File: config.mk
export PLATFORM = sky130hd
export DESIGN_NAME = lcm_calc
export DESIGN_NICKNAME = d
export VERILOG_FILES = /design/src/rtl/lcm_pkg.sv /design/src/rtl/lcm_calc.sv
export SDC_FILE = /design/constraint.sdc
export NUM_CORES = 1
export LEC_CHECK = 0
export CORE_MARGIN = 4
export CORE_UTILIZATION = 47
export CTS_BUF_LIST = sky130_fd_sc_hd__clkbuf_4 sky130_fd_sc_hd__clkbuf_8 sky130_fd_sc_hd__clkbuf_16
export CTS_CLUSTER_SIZE = 28
export DETAILED_ROUTE_END_ITERATION = 8
export GPL_TIMING_DRIVEN = 0
export PLACE_DENSITY_LB_ADDON = 0.3
export SYNTH_ARGS = -nofsm -noshare
export SYNTH_HDL_FRONTEND = slang
export SYNTH_SLANG_ARGS = --single-unit
File: constraint.sdc
create_clock -name clk -period 1.7 [get_ports clk]
set_clock_uncertainty 0.1 [all_clocks]
set_input_delay 0.34 -clock clk [delete_from_list [all_inputs] [get_ports clk]]
set_output_delay 0.34 -clock clk [all_outputs]
set_load 0.1 [all_outputs]
File: src/rtl/lcm_pkg.sv
// Shared types and defaults for the LCM calculator.
package lcm_pkg;

  localparam int unsigned LCM_WIDTH = 4;

  typedef enum logic [1:0] {
    IDLE = 2'd0,
    MUL  = 2'd1,
    DIV  = 2'd2,
    DONE = 2'd3
  } state_t;

endpackage

File: src/rtl/lcm_calc.sv
// LCM from operands and an upstream HCF: shift-add multiply a*b, then
// restoring divide by hcf, sharing one iteration counter.
module lcm_calc
  import lcm_pkg::*;
#(
  parameter int unsigned WIDTH = LCM_WIDTH
) (
  input  logic                 clk,
  input  logic                 clear,
  input  logic                 start,
  input  logic [WIDTH-1:0]     a,
  input  logic [WIDTH-1:0]     b,
  input  logic [WIDTH-1:0]     hcf,
  output logic [2*WIDTH-1:0]   lcm,
  output logic                 busy,
  output logic                 done,
  output logic                 err
);

  localparam int unsigned PW = 2 * WIDTH;
  localparam int unsigned CW = $clog2(PW + 1);
  localparam int unsigned RW = WIDTH + 1;

  state_t             state_q, state_d;
  logic [CW-1:0]      cnt_q, cnt_d;
  logic [PW-1:0]      mcand_q, mcand_d;
  logic [WIDTH-1:0]   mplier_q, mplier_d;
  logic [WIDTH-1:0]   hcf_q, hcf_d;
  logic [PW-1:0]      prod_q, prod_d;
  logic [PW-1:0]      quot_q, quot_d;
  logic [RW-1:0]      rem_q, rem_d;
  logic [PW-1:0]      lcm_d;
  logic               busy_d, done_d, err_d;
  logic [RW-1:0]      rem_sh, rem_diff;
  logic               take;

  // State and datapath registers
  always_ff @(posedge clk) begin
    if (clear) begin
      state_q  <= IDLE;
      cnt_q    <= '0;
      mcand_q  <= '0;
      mplier_q <= '0;
      hcf_q    <= '0;
      prod_q   <= '0;
      quot_q   <= '0;
      rem_q    <= '0;
      lcm      <= '0;
      busy     <= 1'b0;
      done     <= 1'b0;
      err      <= 1'b0;
    end else begin
      state_q  <= state_d;
      cnt_q    <= cnt_d;
      mcand_q  <= mcand_d;
      mplier_q <= mplier_d;
      hcf_q    <= hcf_d;
      prod_q   <= prod_d;
      quot_q   <= quot_d;
      rem_q    <= rem_d;
      lcm      <= lcm_d;
      busy     <= busy_d;
      done     <= done_d;
      err      <= err_d;
    end
  end

  // Next-state and datapath update
  always_comb begin
    state_d  = state_q;
    cnt_d    = cnt_q;
    mcand_d  = mcand_q;
    mplier_d = mplier_q;
    hcf_d    = hcf_q;
    prod_d   = prod_q;
    quot_d   = quot_q;
    rem_d    = rem_q;
    lcm_d    = lcm;
    err_d    = err;
    done_d   = 1'b0;
    rem_sh   = {rem_q[WIDTH-1:0], prod_q[PW-1]};
    rem_diff = rem_sh - {1'b0, hcf_q};
    take     = (rem_sh >= {1'b0, hcf_q});

    unique case (state_q)
      IDLE: begin
        if (start) begin
          mcand_d  = PW'(a);
          mplier_d = b;
          hcf_d    = hcf;
          prod_d   = '0;
          quot_d   = '0;
          rem_d    = '0;
          cnt_d    = '0;
          if (hcf != '0) begin
            state_d = MUL;
          end else begin
            state_d = DONE;
            lcm_d   = '0;
            err_d   = 1'b1;
            done_d  = 1'b1;
          end
        end
      end
      MUL: begin
        if (mplier_q[0]) prod_d = prod_q + mcand_q;
        mcand_d  = mcand_q << 1;
        mplier_d = mplier_q >> 1;
        cnt_d    = cnt_q + CW'(1);
        if (cnt_q == CW'(WIDTH - 1)) begin
          cnt_d   = '0;
          state_d = DIV;
        end
      end
      DIV: begin
        // One restoring step; the product register doubles as the dividend shifter
        rem_d  = take ? rem_diff : rem_sh;
        prod_d = prod_q << 1;
        quot_d = {quot_q[PW-2:0], take};
        cnt_d  = cnt_q + CW'(1);
        if (cnt_q == CW'(PW - 1)) begin
          cnt_d   = '0;
          state_d = DONE;
          lcm_d   = quot_d;
          err_d   = 1'b0;
          done_d  = 1'b1;
        end
      end
      DONE: begin
        state_d = IDLE;
      end
      default: begin
        state_d = IDLE;
      end
    endcase

    busy_d = (state_d == MUL) || (state_d == DIV);
  end

endmodule

### Yosys cells after proc, flatten, opt, wreduce, memory -nomap -nowiden

Index checks and enable logic that the tools add are counted.

| cells by class | value |
|---|---|
| reduce and logical (&&, ||, !) cells | 12 |
| muxes and demuxes | 32 |
| $add $sub $neg | 3 |
| order comparisons | 1 |
| equality and inequality tests | 11 |

Operator list:

| kind | count |
|---|---|
| 2-to-1 mux 8 bit | 6 |
| one-hot mux 8 bit (2 select lines) | 2 |
| 2-to-1 mux 4 bit | 6 |
| one-hot mux 8 bit (3 select lines) | 1 |
| one-hot mux 4 bit (2 select lines) | 2 |
| one-hot mux 7 bit (2 select lines) | 1 |
| one-hot mux 4 bit (3 select lines) | 1 |
| adder 8 bit | 1 |
| 2-to-1 mux 2 bit | 4 |
| != test 2 bit, second input constant | 4 |
| one-hot mux 2 bit (4 select lines) | 1 |
| AND reduction 2 bit | 4 |
| == test 2 bit, second input constant | 3 |
| 2-to-1 mux 1 bit | 6 |
| >= comparator 5 x 4 -> 1 bit | 1 |
| adder 4 x 1 -> 4 bit, second input constant | 1 |
| == test 2 x 1 -> 1 bit, second input constant | 2 |
| == test 4 x 2 -> 1 bit, second input constant | 1 |
| == test 4 x 3 -> 1 bit, second input constant | 1 |
| one-hot mux 1 bit (2 select lines) | 2 |
| AND reduction 4 bit | 1 |
| nonzero test 2 bit | 2 |
| nonzero test 4 bit | 1 |
| subtractor 4 bit | 1 |
| other kinds (4) | 4 |

| storage, ports and cells | value |
|---|---|
| logic and storage cells | 71 |
| input port bits | 15 |
| output and inout bits | 11 |
| register bits | 52 |

### Longest topological paths before layout

| logic depth | value |
|---|---|
| depth in word-level cells | 6 |
| mapped depth | 9 |
| mapped depth without buffers | 7 |

### Least setup slack after synthesis

No wires, ideal clock.

| path | value |
|---|---|
| kind | register to register |
| start point | register mcand_q[1] |
| end point | register prod_q[7] |
| slack | -0.148 ns |
| required time | 1.468 ns |
| buffers on the path | 0 |
| arrival | 1.616 ns |
| period minus slack after synthesis | 1.848 ns |
| library setup time | 0.132 ns |
| cell stages (with the launch flop) | 7 |
| path through | dfxtp_1 > ha_1 > a211oi_1 > nor3_1 > o21a_1 > o311ai_0 > a21oi_1 |

| on the way | value |
|---|---|
| word-level cells in the longest chain between the ends | 3 |

RTL lines:

| item | line | source |
|---|---|---|
| start: declaration | lcm_calc.sv:26 | `logic [PW-1:0] mcand_q, mcand_d;` |
| start signal: assignment | lcm_calc.sv:55 | `mcand_q <= mcand_d;` |
| adder 8 bit | lcm_calc.sv:106 | `if (mplier_q[0]) prod_d = prod_q + mcand_q;` |
| 2-to-1 mux 8 bit | lcm_calc.sv:106 |  |
| one-hot mux 8 bit (3 select lines) | lcm_calc.sv:85 | `unique case (state_q)` |
| end signal: assignment | lcm_calc.sv:58 | `prod_q <= prod_d;` |
| end: declaration | lcm_calc.sv:29 | `logic [PW-1:0] prod_q, prod_d;` |

No other way between the ends. The select of a mux whose other input is x is not followed.
A chain may end at the register's enable or synchronous reset.

### Worst setup path after layout

Ends and elaborated chain as after synthesis.

==> metrics.txt <==
outcome complete, but fails checks; failing checks setup timing; EDFF count, synth 0; leakage power 1.391 nW; critical path capture point type flip-flop; cts bufs inserted 5; synthesized area 2718 µm²; Setup TNS -345.6 ps; core area 5574 µm²; CTS Hold Bufs 0; Final setup violation count 4; die height 84.04 µm; synth unique cells 41; Synth Flop Type dfxtp_1; mean post-synth cell area 8.493 µm²; Peak VDD IR 580.0 µV; layout cells sized above 1 0.2834; Yosys top cell area share 0.3831; f_max 0.5477 GHz; Setup CP Type reg2reg; ANT cells 0; Root Buffer clkbuf_8; die width 84.04 µm; vias 2478; Async S/R FF share, synth 0; vias in the first global route 2407; Placement Setup Slack -512.9 ps; CTS Sinks 52; Placed Cells 416; worst rel slew slack 0.6107; Tmin final 1826 ps; P per Cell Area 824.2 nW/µm²; Worst-Skew Late Latency 310 ps; Crit path arrival time 1900 ps; NumNets Final 399; row count 27; part of the cycle the worst path needs 1.074; antenna-violating nets left 0; largest net degree at the start of global routing 18; Clock Path Buffers 2; RePlAce Congestion 0.8340; initial antenna violation count 0; final instance count without filler cells 439; syn nets 353; drt via density 5.645; First-pass DRT Iterations 4; Worst Hold Class in2reg; Final Hold Violating Endpoints 0; post-synthesis register bit count 52; Final Max Tran Viols 0; TritonCTS clock tree done; DP Wirelength 4541 µm; worst slew pin tran 583.9 ps; PortBufs 24; Synth area leader dfxtp_1; DRC 0; clock slew at reported path FFs 100 ps; first-pass GRT wire length 11290 µm; top cells by area, synth dfxtp_1 (38%), ha_1 (7.4%), a22oi_1 (5.8%); Critical Path RT 1780 ps; crit-path max FO 3; # H-tree levels 2; Startpoint Class flip-flop; sequential share of the synthesized area 0.3831; DR WL/cell 15.58 µm; max cap viols 0; global route total overflow 0; IO Count 26; DR iter-0 viols 105; YS warnings 0; Post-Syn Instances 320; Final Power 0.003035 W; Area Growth Syn to Fin 35.50%; initial core utilization 0.4875; post-route setup slack -125.9 ps; Detailed Route WL 6841 µm; RSZ-0062 raised after global routing true; total global-route track usage 0.1906; die area 7063 µm²
-- synthesized netlist by cell type, drive strengths merged (8+ instances only) --
library cell,count
a211oi,8
mux2i,11
nor2,42
nor2b,8
nand2,24
ha,16
inv,10
a22oi,21
o21ai,15
nand3,11
clkbuf,13
dfxtp,52
a21oi,29
-- metal layers --
metal,part of all wire,global-route usage,vias up
met4,0.0060,0.04532,0
met2,0.49,0.3171,52
met5,0,0,-
met1,0.47,0.2539,1185
li1,-,-,1236
met3,0.038,0.03653,5
-- worst paths after layout --
check | start | end | slack (ps) | cells past startpoint
max | mcand_q[1] | prod_q[7] | -130 | 6
min | hcf[1] | hcf_q[1] | 220 | 3
max reg2reg | mcand_q[1] | prod_q[7] | -130 | 6
min reg2reg | hcf_q[3] | hcf_q[3] | 370 | 2
-- flip-flops by register name, indices dropped and copies added (netlist names), 2 cells and up --
signal    count
cnt_q         4
state_q       2
mcand_q       8
quot_q        7
lcm           8
rem_q         4
mplier_q      4
hcf_q         4
prod_q        8
-- cells in the final DEF, fill, tap and decap left out, types with 8 or more instances in the layout --
cell and n:
a21oi_1 26, a22oi_1 21, buf_4 19, clkdlybuf4s15_2 11, clkdlybuf4s50_1 8, dfxtp_1 43
ha_4 13, mux2i_1 11, nand2_1 22, nand3_1 8, nor2_1 41
-- cells by family after synthesis --
| group | Yosys count | share of synthesized area |
|---|---|---|
| compound gates | 92 | 0.2242 |
| xor+xnor | 6 | 0.01934 |
| fa+ha+maj | 18 | 0.08840 |
| buf+inv | 28 | 0.04328 |
| flops | 52 | 0.3831 |
| mux | 11 | 0.04052 |
| simple gates | 113 | 0.2012 |
-- power breakdown --
part,switching (W),internal (W)
combinational,0.000544,0.000428
sequential,0.0000548,0.00128
clock,0.000429,0.000296
-- metrics by stage --
| stage | hold WS (ps) | area (µm²) | utilization |
|---|---|---|---|
| 2_1_floorplan | 336.3 | 2766 | - |
| 3_3_place_gp | 346.8 | 3097 | 0.5556 |
| 3_5_place_dp | 354.1 | 3097 | 0.5556 |
| 4_1_cts | 367.2 | 3517 | 0.6310 |
| 5_1_grt | 240.8 | 3682 | 0.6606 |
| 6_report | 221.3 | 3682 | 0.6606 |
-- layout make-up --
cell class	instances	area, µm²
repair buffers	44	416.7
fillers	460	1892
flip-flops and latches	52	1057
clock inverters	3	22.52
well taps	72	90.09
multi-input cells	240	1884
plain buffers	13	100.1
inverters	10	42.54
clock buffers	5	68.82
-- repair_timing --
item | in CTS | in global routing
pin swaps | 16 | 16
gates resized for setup | 88 | 26
endpoints found under the setup margin | 56 | 30
buffers inserted | 11 | 8
gates cloned | 1 | 0
-- critical path, stage by stage, from the launching register on --
cell,delay (ps)
dfxtp_4,380
ha_4,250
a211oi_4,280
nor3_2,90
o21a_1,200
o311ai_2,280
a21oi_1,110
(Power assumes the default switching activity.)
